`config.mk`:
```
export PLATFORM = sky130hd
export DESIGN_NAME = ibex_dbg_insn_gen
export DESIGN_NICKNAME = d
export VERILOG_FILES = /design/src/rtl/ibex_dbg_insn_gen.sv
export SDC_FILE = /design/constraint.sdc
export NUM_CORES = 1
export LEC_CHECK = 0
export ABC_AREA = 1
export CAP_MARGIN = 20
export CORE_MARGIN = 10
export CORE_UTILIZATION = 50
export DETAILED_ROUTE_END_ITERATION = 6
export PLACE_DENSITY = 0.78
export SYNTH_ARGS = -nofsm -noshare
export SYNTH_HDL_FRONTEND = slang
export SYNTH_SLANG_ARGS = --single-unit
```
`constraint.sdc`:
```
create_clock -name clk_i -period 2.3 [get_ports clk_i]
set_clock_uncertainty 0.15 [all_clocks]
set_input_delay 0.575 -clock clk_i [delete_from_list [all_inputs] [get_ports clk_i]]
set_output_delay 0.575 -clock clk_i [all_outputs]
set_load 0.02 [all_outputs]
```
`src/rtl/ibex_dbg_insn_gen.sv`:
```
// Debug instruction encoder: turns GPR/CSR access commands into RV32I words ending in EBREAK.
// Optional: define IBEX_DBG_INSN_GEN_FENCEI_EN to append FENCE.I to CSR_WRITE sequences.
module ibex_dbg_insn_gen #(
  parameter logic [11:0] DbgScratch0 = 12'h7b2,
  parameter logic [11:0] DbgScratch1 = 12'h7b3
) (
  input  logic        clk_i,
  input  logic        rst_ni,
  input  logic        cmd_valid_i,
  output logic        cmd_ready_o,
  input  logic [1:0]  cmd_type_i,
  input  logic [11:0] cmd_regno_i,
  input  logic [31:0] cmd_data_i,
  output logic        insn_valid_o,
  input  logic        insn_ready_i,
  output logic [31:0] insn_o,
  output logic        insn_last_o,
  output logic        busy_o,
  output logic        err_o,
  input  logic        abort_i
);

  typedef enum logic [1:0] {IDLE, EMIT, DONE} state_e;
  typedef enum logic [1:0] {GPR_READ = 2'b00, GPR_WRITE = 2'b01,
                            CSR_READ = 2'b10, CSR_WRITE = 2'b11} cmd_e;

  localparam logic [31:0] Ebreak = 32'h00100073;
  localparam logic [31:0] FenceI = 32'h0000100F;
  localparam logic [4:0]  X0     = 5'd0;
  localparam logic [4:0]  X8     = 5'd8;

  function automatic logic [31:0] csrrw(input logic [11:0] csr, input logic [4:0] rs1,
                                        input logic [4:0] rd);
    return {csr, rs1, 3'b001, rd, 7'h73};
  endfunction

  function automatic logic [31:0] csrrs(input logic [11:0] csr, input logic [4:0] rs1,
                                        input logic [4:0] rd);
    return {csr, rs1, 3'b010, rd, 7'h73};
  endfunction

  // hi is rounded up when lo sign-extends negative, so LUI+ADDI rebuilds the exact value
  function automatic logic [31:0] lui(input logic [4:0] rd, input logic [31:0] d);
    logic [19:0] hi;
    hi = d[31:12] + {19'd0, d[11]};
    return {hi, rd, 7'h37};
  endfunction

  function automatic logic [31:0] addi(input logic [4:0] rd, input logic [31:0] d);
    return {d[11:0], rd, 3'b000, rd, 7'h13};
  endfunction

  function automatic logic [2:0] last_step(input cmd_e t);
    case (t)
      GPR_READ:  return 3'd1;
      GPR_WRITE: return 3'd2;
      CSR_READ:  return 3'd4;
`ifdef IBEX_DBG_INSN_GEN_FENCEI_EN
      CSR_WRITE: return 3'd6;
`else
      CSR_WRITE: return 3'd5;
`endif
      default:   return 3'd1;
    endcase
  endfunction

  function automatic logic [31:0] gen_word(input cmd_e t, input logic [11:0] rg,
                                           input logic [31:0] d, input logic [2:0] k);
    logic [31:0] w;
    w = Ebreak;
    case (t)
      GPR_READ:  if (k == 3'd0) w = csrrw(DbgScratch0, rg[4:0], X0);
      GPR_WRITE: begin
        if (k == 3'd0) w = lui(rg[4:0], d);
        if (k == 3'd1) w = addi(rg[4:0], d);
      end
      CSR_READ: begin
        case (k)
          3'd0:    w = csrrw(DbgScratch1, X8, X0);
          3'd1:    w = csrrs(rg, X0, X8);
          3'd2:    w = csrrw(DbgScratch0, X8, X0);
          3'd3:    w = csrrs(DbgScratch1, X0, X8);
          default: w = Ebreak;
        endcase
      end
      CSR_WRITE: begin
        case (k)
          3'd0:    w = csrrw(DbgScratch1, X8, X0);
          3'd1:    w = lui(X8, d);
          3'd2:    w = addi(X8, d);
          3'd3:    w = csrrw(rg, X8, X0);
          3'd4:    w = csrrs(DbgScratch1, X0, X8);
`ifdef IBEX_DBG_INSN_GEN_FENCEI_EN
          3'd5:    w = FenceI;
`endif
          default: w = Ebreak;
        endcase
      end
      default: w = Ebreak;
    endcase
    return w;
  endfunction

  state_e      r_state, w_state_nxt;
  cmd_e        r_type, w_type_nxt;
  logic [11:0] r_regno, w_regno_nxt;
  logic [31:0] r_data, w_data_nxt;
  logic [2:0]  r_step, w_step_nxt;
  logic [31:0] r_insn, w_insn_nxt;
  logic        r_last, w_last_nxt;
  logic        r_valid, w_valid_nxt;
  logic        r_err, w_err_nxt;
  logic        w_hs;
  logic [2:0]  w_step_inc;

  assign w_hs       = r_valid && insn_ready_i;
  assign w_step_inc = r_step + 3'd1;

  always_comb begin
    w_state_nxt = r_state;
    w_type_nxt  = r_type;
    w_regno_nxt = r_regno;
    w_data_nxt  = r_data;
    w_step_nxt  = r_step;
    w_insn_nxt  = r_insn;
    w_last_nxt  = r_last;
    w_valid_nxt = r_valid;
    w_err_nxt   = 1'b0;
    case (r_state)
      IDLE: begin
        if (cmd_valid_i) begin
          if (!cmd_type_i[1] && (cmd_regno_i[11:5] != '0)) begin
            w_err_nxt = 1'b1;
          end else begin
            w_type_nxt  = cmd_e'(cmd_type_i);
            w_regno_nxt = cmd_regno_i;
            w_data_nxt  = cmd_data_i;
            w_step_nxt  = '0;
            w_insn_nxt  = gen_word(cmd_e'(cmd_type_i), cmd_regno_i, cmd_data_i, 3'd0);
            w_last_nxt  = 1'b0;
            w_valid_nxt = 1'b1;
            w_state_nxt = EMIT;
          end
        end
      end
      EMIT: begin
        // abort wins over a handshake landing in the same cycle
        if (abort_i || (w_hs && r_last)) begin
          w_valid_nxt = 1'b0;
          w_insn_nxt  = '0;
          w_last_nxt  = 1'b0;
          w_state_nxt = DONE;
        end else if (w_hs) begin
          w_step_nxt = w_step_inc;
          w_insn_nxt = gen_word(r_type, r_regno, r_data, w_step_inc);
          w_last_nxt = (w_step_inc == last_step(r_type));
        end
      end
      DONE:    w_state_nxt = IDLE;
      default: w_state_nxt = IDLE;
    endcase
  end

  always_ff @(posedge clk_i or negedge rst_ni) begin
    if (!rst_ni) begin
      r_state <= IDLE;
      r_type  <= GPR_READ;
      r_regno <= '0;
      r_data  <= '0;
      r_step  <= '0;
      r_insn  <= '0;
      r_last  <= 1'b0;
      r_valid <= 1'b0;
      r_err   <= 1'b0;
    end else begin
      r_state <= w_state_nxt;
      r_type  <= w_type_nxt;
      r_regno <= w_regno_nxt;
      r_data  <= w_data_nxt;
      r_step  <= w_step_nxt;
      r_insn  <= w_insn_nxt;
      r_last  <= w_last_nxt;
      r_valid <= w_valid_nxt;
      r_err   <= w_err_nxt;
    end
  end

  assign cmd_ready_o  = (r_state == IDLE);
  assign busy_o       = (r_state != IDLE);
  assign insn_valid_o = r_valid;
  assign insn_o       = r_insn;
  assign insn_last_o  = r_last;
  assign err_o        = r_err;

endmodule

```
==> results.sh, run 1 <==
export IMPL_syn_to_final_growth_pct=39.62
export IMPL_clock_latency_ns=0.35
export IMPL_final_antenna_net_count=0
export IMPL_crit_fanout=6
export IMPL_standby_leakage_power_nw=3.930
export IMPL_seq_power_share_pct=27.0
export IMPL_syn_mean_instance_area_um2=7.036
export IMPL_core_region_area_um2=11320
export IMPL_layout_cells_non_filler=1149
export IMPL_die_height_um=127.1
export IMPL_floorplan_die_area_um2=16150
export IMPL_timing_critical_path_cells="ha_2 > ha_4 > nand2_4 > nand2_1 > inv_1 > nand2_2 > o21ai_0 > o21ai_1 > nor2_2 > nand2_1 > nand2_2 > nand2_1 > nand2_1 > nand2_1"
export IMPL_status="finished clean"
export IMPL_min_delay_path_class="input port to async pin"
export IMPL_grt_overflow=0
export IMPL_yosys_warnings=0
export IMPL_startpoint_type="register"
export IMPL_async_reset_ff_share_pct=100.0
export IMPL_timing_max_transition_violations_final=0
export IMPL_design_power_total_w=0.01043
export IMPL_timing_final_setup_violations=0
export IMPL_p_sw_share_pct=47.36
export IMPL_timing_critical_path_to_type="register"
export IMPL_grt_pass1_wl_um=31760
export IMPL_grt_antenna_before_repair=0
export IMPL_dpl_cell_count=1127
export IMPL_sequential_area_share_after_synthesis_pct=36.22
export IMPL_finalCritPeriodShare_pct=98.80
export IMPL_clock_pin_slew_of_the_registers_on_the_worst_case_setup_and_hold_paths_ns=0.06
export IMPL_num_io_pins=88
export IMPL_power_report_internal_total_w=0.005489
export IMPL_grt_max_degree=41
export IMPL_antenna_diode_count=0
export IMPL_globalplace_congestion=1.027
export IMPL_clock_tree_htree_level_count=3
export IMPL_slowest_stage="dfrtp_1"
export IMPL_worst_path_largest_cell_delay_ns=0.38
export IMPL_drt_iter0_drc=700
export IMPL_place_detailed_hpwl_um=15600
export IMPL_clockPowerShare_pct=13.0
export IMPL_grt_total_usage_pct=24.26
export IMPL_post_route_cells_drive_above_1_share_pct=21.27
export IMPL_mostFrequentLayoutCell="nand2_1"
export IMPL_post_route_min_period_ns=2.272
export IMPL_die_width_um=127.1
export IMPL_hold_violations=0
export IMPL_initial_core_util_pct=50.65
export IMPL_switchingPower_w=0.004938
export IMPL_ctsHoldBuffers=0
export IMPL_achievable_freq_mhz=440.1
export IMPL_cp_data_required_time_ns=2.39
export IMPL_first_global_vias=6056
export IMPL_placement_io_buffers=86
export IMPL_ys_seq_elements=83
export IMPL_remaining_drc_errors=0
export IMPL_routedWlPerCell_um=17.41
export IMPL_power_density_nw_per_um2=1302
export IMPL_tritoncts="yes"
export IMPL_number_of_clock_sinks=83
export IMPL_crit_family="simple AND/OR/NAND/NOR gates"
export IMPL_num_rows=39
export IMPL_cts_buffer_depth=2
export IMPL_finalNetCount=1066
export IMPL_synth_edf_count=0
export IMPL_power_combinational_fraction_pct=60.0
export IMPL_critical_path_buf_inv_count=1
export IMPL_max_cap_violations=0
export IMPL_setup_worst_path_class="register to register"
export IMPL_synth_cell_types=48
export IMPL_vias_per_cell=5.452
export IMPL_critPathArrivalTime_ns=2.36
export IMPL_synthCells=815
export IMPL_path_common_cell="nand2_1"
export IMPL_synth_nets=880
export IMPL_vdd_ir_drop_worst_mv=1.009
export IMPL_netlist_area_um2=5734
export IMPL_num_vias=6264
export IMPL_rsz0062_at_grt="true"
export IMPL_most_common_layout_cells="nand2_1, inv_1, buf_4"
export IMPL_cts_made_buffers=9
export IMPL_post_detailed_routing_wire_length_um=20000
export IMPL_clk_tree_root_cell="clkbuf_16"
export IMPL_layout_core_utilization_pct=70.72
export IMPL_ys_flop_type="dfrtp_1"
export IMPL_n_fill_cell=952
export IMPL_firstDrtPassIters=6
synthesized netlist by cell type, types with 2 or more instances:
master	n	area [µm²]
nand2_1	204	765.7
nand4_2	2	25.02
o22ai_1	6	37.54
dfrtp_1	83	2077
xor2_1	7	61.31
clkbuf_1	5	18.77
ha_1	14	175.2
o221ai_1	8	70.07
nand3b_1	2	15.01
nor2_2	3	18.77
nand2_4	6	67.56
a31oi_1	3	18.77
nor2_4	5	56.30
buf_2	10	50.05
o211ai_1	3	22.52
xnor2_1	5	43.79
nor2_1	73	274.0
a21boi_1	10	75.07
o21ai_1	14	70.07
a21boi_0	2	15.01
nand3_1	46	230.2
o21a_1	4	30.03
a21oi_2	3	26.28
a22oi_1	2	15.01
or2_2	2	12.51
buf_6	6	67.56
inv_4	2	12.51
a21oi_1	48	240.2
a2bb2oi_1	2	17.52
nand2_2	8	50.05
o21bai_1	3	22.52
buf_4	5	37.54
o21ai_0	72	360.4
inv_1	115	431.7
nand4_1	8	50.05
inv_2	6	22.52
nor3_1	7	35.03
logic make-up after synthesis:
logic type	share of synthesized area, %
xor+xnor	1.833
flops	36.22
fa+ha+maj	3.055
buf+inv	11.17
compound gates	18.63
simple gates	29.02
other cells	0.06540
through the flow:
stage	hold WS (ns)	setup slack, ns	setup TNS [ns]	instance area [µm²]
final	0.02203	0.02753	0	8006
after global routing	0.05078	-0.07761	-0.4153	8006
after CTS	0.02571	0.007362	0	7785
after detailed placement	0.3193	-0.4303	-9.629	7462
after global placement	0.3214	-0.4021	-5.544	7462
after floorplan	0.1294	0.1080	0	5734
path summary, 6_finish.rpt:
| kind | from | slack, ns | cells past startpoint | end |
|---|---|---|---|---|
| worst max-delay path | r_step[1] | 0.03 | 14 | insn_o[27] |
| worst min-delay path | rst_ni | 0.02 | 1 | insn_valid_o |
| worst max register to register | r_step[1] | 0.03 | 14 | insn_o[27] |
| worst min register to register | insn_o[10] | 0.34 | 2 | insn_o[10] |
| min in group clk_i | insn_o[10] | 0.34 | 2 | insn_o[10] |
| max in group asynchronous | rst_ni | 1.41 | 2 | r_data[28] |
sequential cells by signal, summed over array words and instances, names as in the netlist:
signal / cells
r_step: 3
r_data: 32
insn_valid_o: 1
r_state: 2
r_type: 2
r_regno: 12
insn_o: 29
err_o: 1
insn_last_o: 1
layer usage:
| layer | track usage (%) | routed length, µm | up-vias |
|---|---|---|---|
| li1 | - | - | 3021 |
| met1 | 33.59 | 9148 | 2885 |
| met2 | 35.75 | 8678 | 311 |
| met3 | 4.756 | 1544 | 47 |
| met4 | 10.98 | 627 | 0 |
| met5 | 0 | 0 | - |
area by class of cell:
type | count | area, µm² | area share, %
Clock inverter | 6 | 42.54 | 0.5313
Sequential cell | 83 | 2077 | 25.94
Inverter | 123 | 481.7 | 6.017
Clock buffer | 10 | 229.0 | 2.860
Timing Repair Buffer | 201 | 1784 | 22.28
Tap cell | 143 | 178.9 | 2.235
Multi-Input combinational cell | 583 | 3213 | 40.13
timing repair:
item,in CTS,in global routing
pin swaps,6,17
gates resized for setup,21,57
endpoints found under the hold margin,0,0
buffers inserted,0,6
endpoints found under the setup margin,24,23
power groups by stage:
stage / logic [W] / registers (W) / clock network (W)
4_1_cts: 0.00578 / 0.00278 / 0.00137
2_1_floorplan: 0.00314 / 0.00292 / 0
3_5_place_dp: 0.00567 / 0.00279 / 0
6_report: 0.00626 / 0.00281 / 0.00136
5_1_grt: 0.00681 / 0.00289 / 0.00142
3_3_place_gp: 0.00562 / 0.00277 / 0
Note: power is estimated with default switching activity, not from simulation.
==> run 2, diff against run 1 <==
--- a/config.mk
+++ b/config.mk
@@ -9,6 +9,7 @@
 export CAP_MARGIN = 20
 export CORE_MARGIN = 10
 export CORE_UTILIZATION = 50
+export CTS_CLUSTER_DIAMETER = 40
 export DETAILED_ROUTE_END_ITERATION = 6
 export PLACE_DENSITY = 0.78
 export SYNTH_ARGS = -nofsm -noshare
==> results of run 2 <==
The final DEF is identical to that of run 1; final timing and power are the same.
==> run 3, diff against run 2 <==
--- a/config.mk
+++ b/config.mk
@@ -10,6 +10,7 @@
 export CORE_MARGIN = 10
 export CORE_UTILIZATION = 50
 export CTS_CLUSTER_DIAMETER = 40
+export CTS_CLUSTER_SIZE = 25
 export DETAILED_ROUTE_END_ITERATION = 6
 export PLACE_DENSITY = 0.78
 export SYNTH_ARGS = -nofsm -noshare
==> results of run 3 <==
The final DEF is identical to that of run 1; final timing and power are the same.
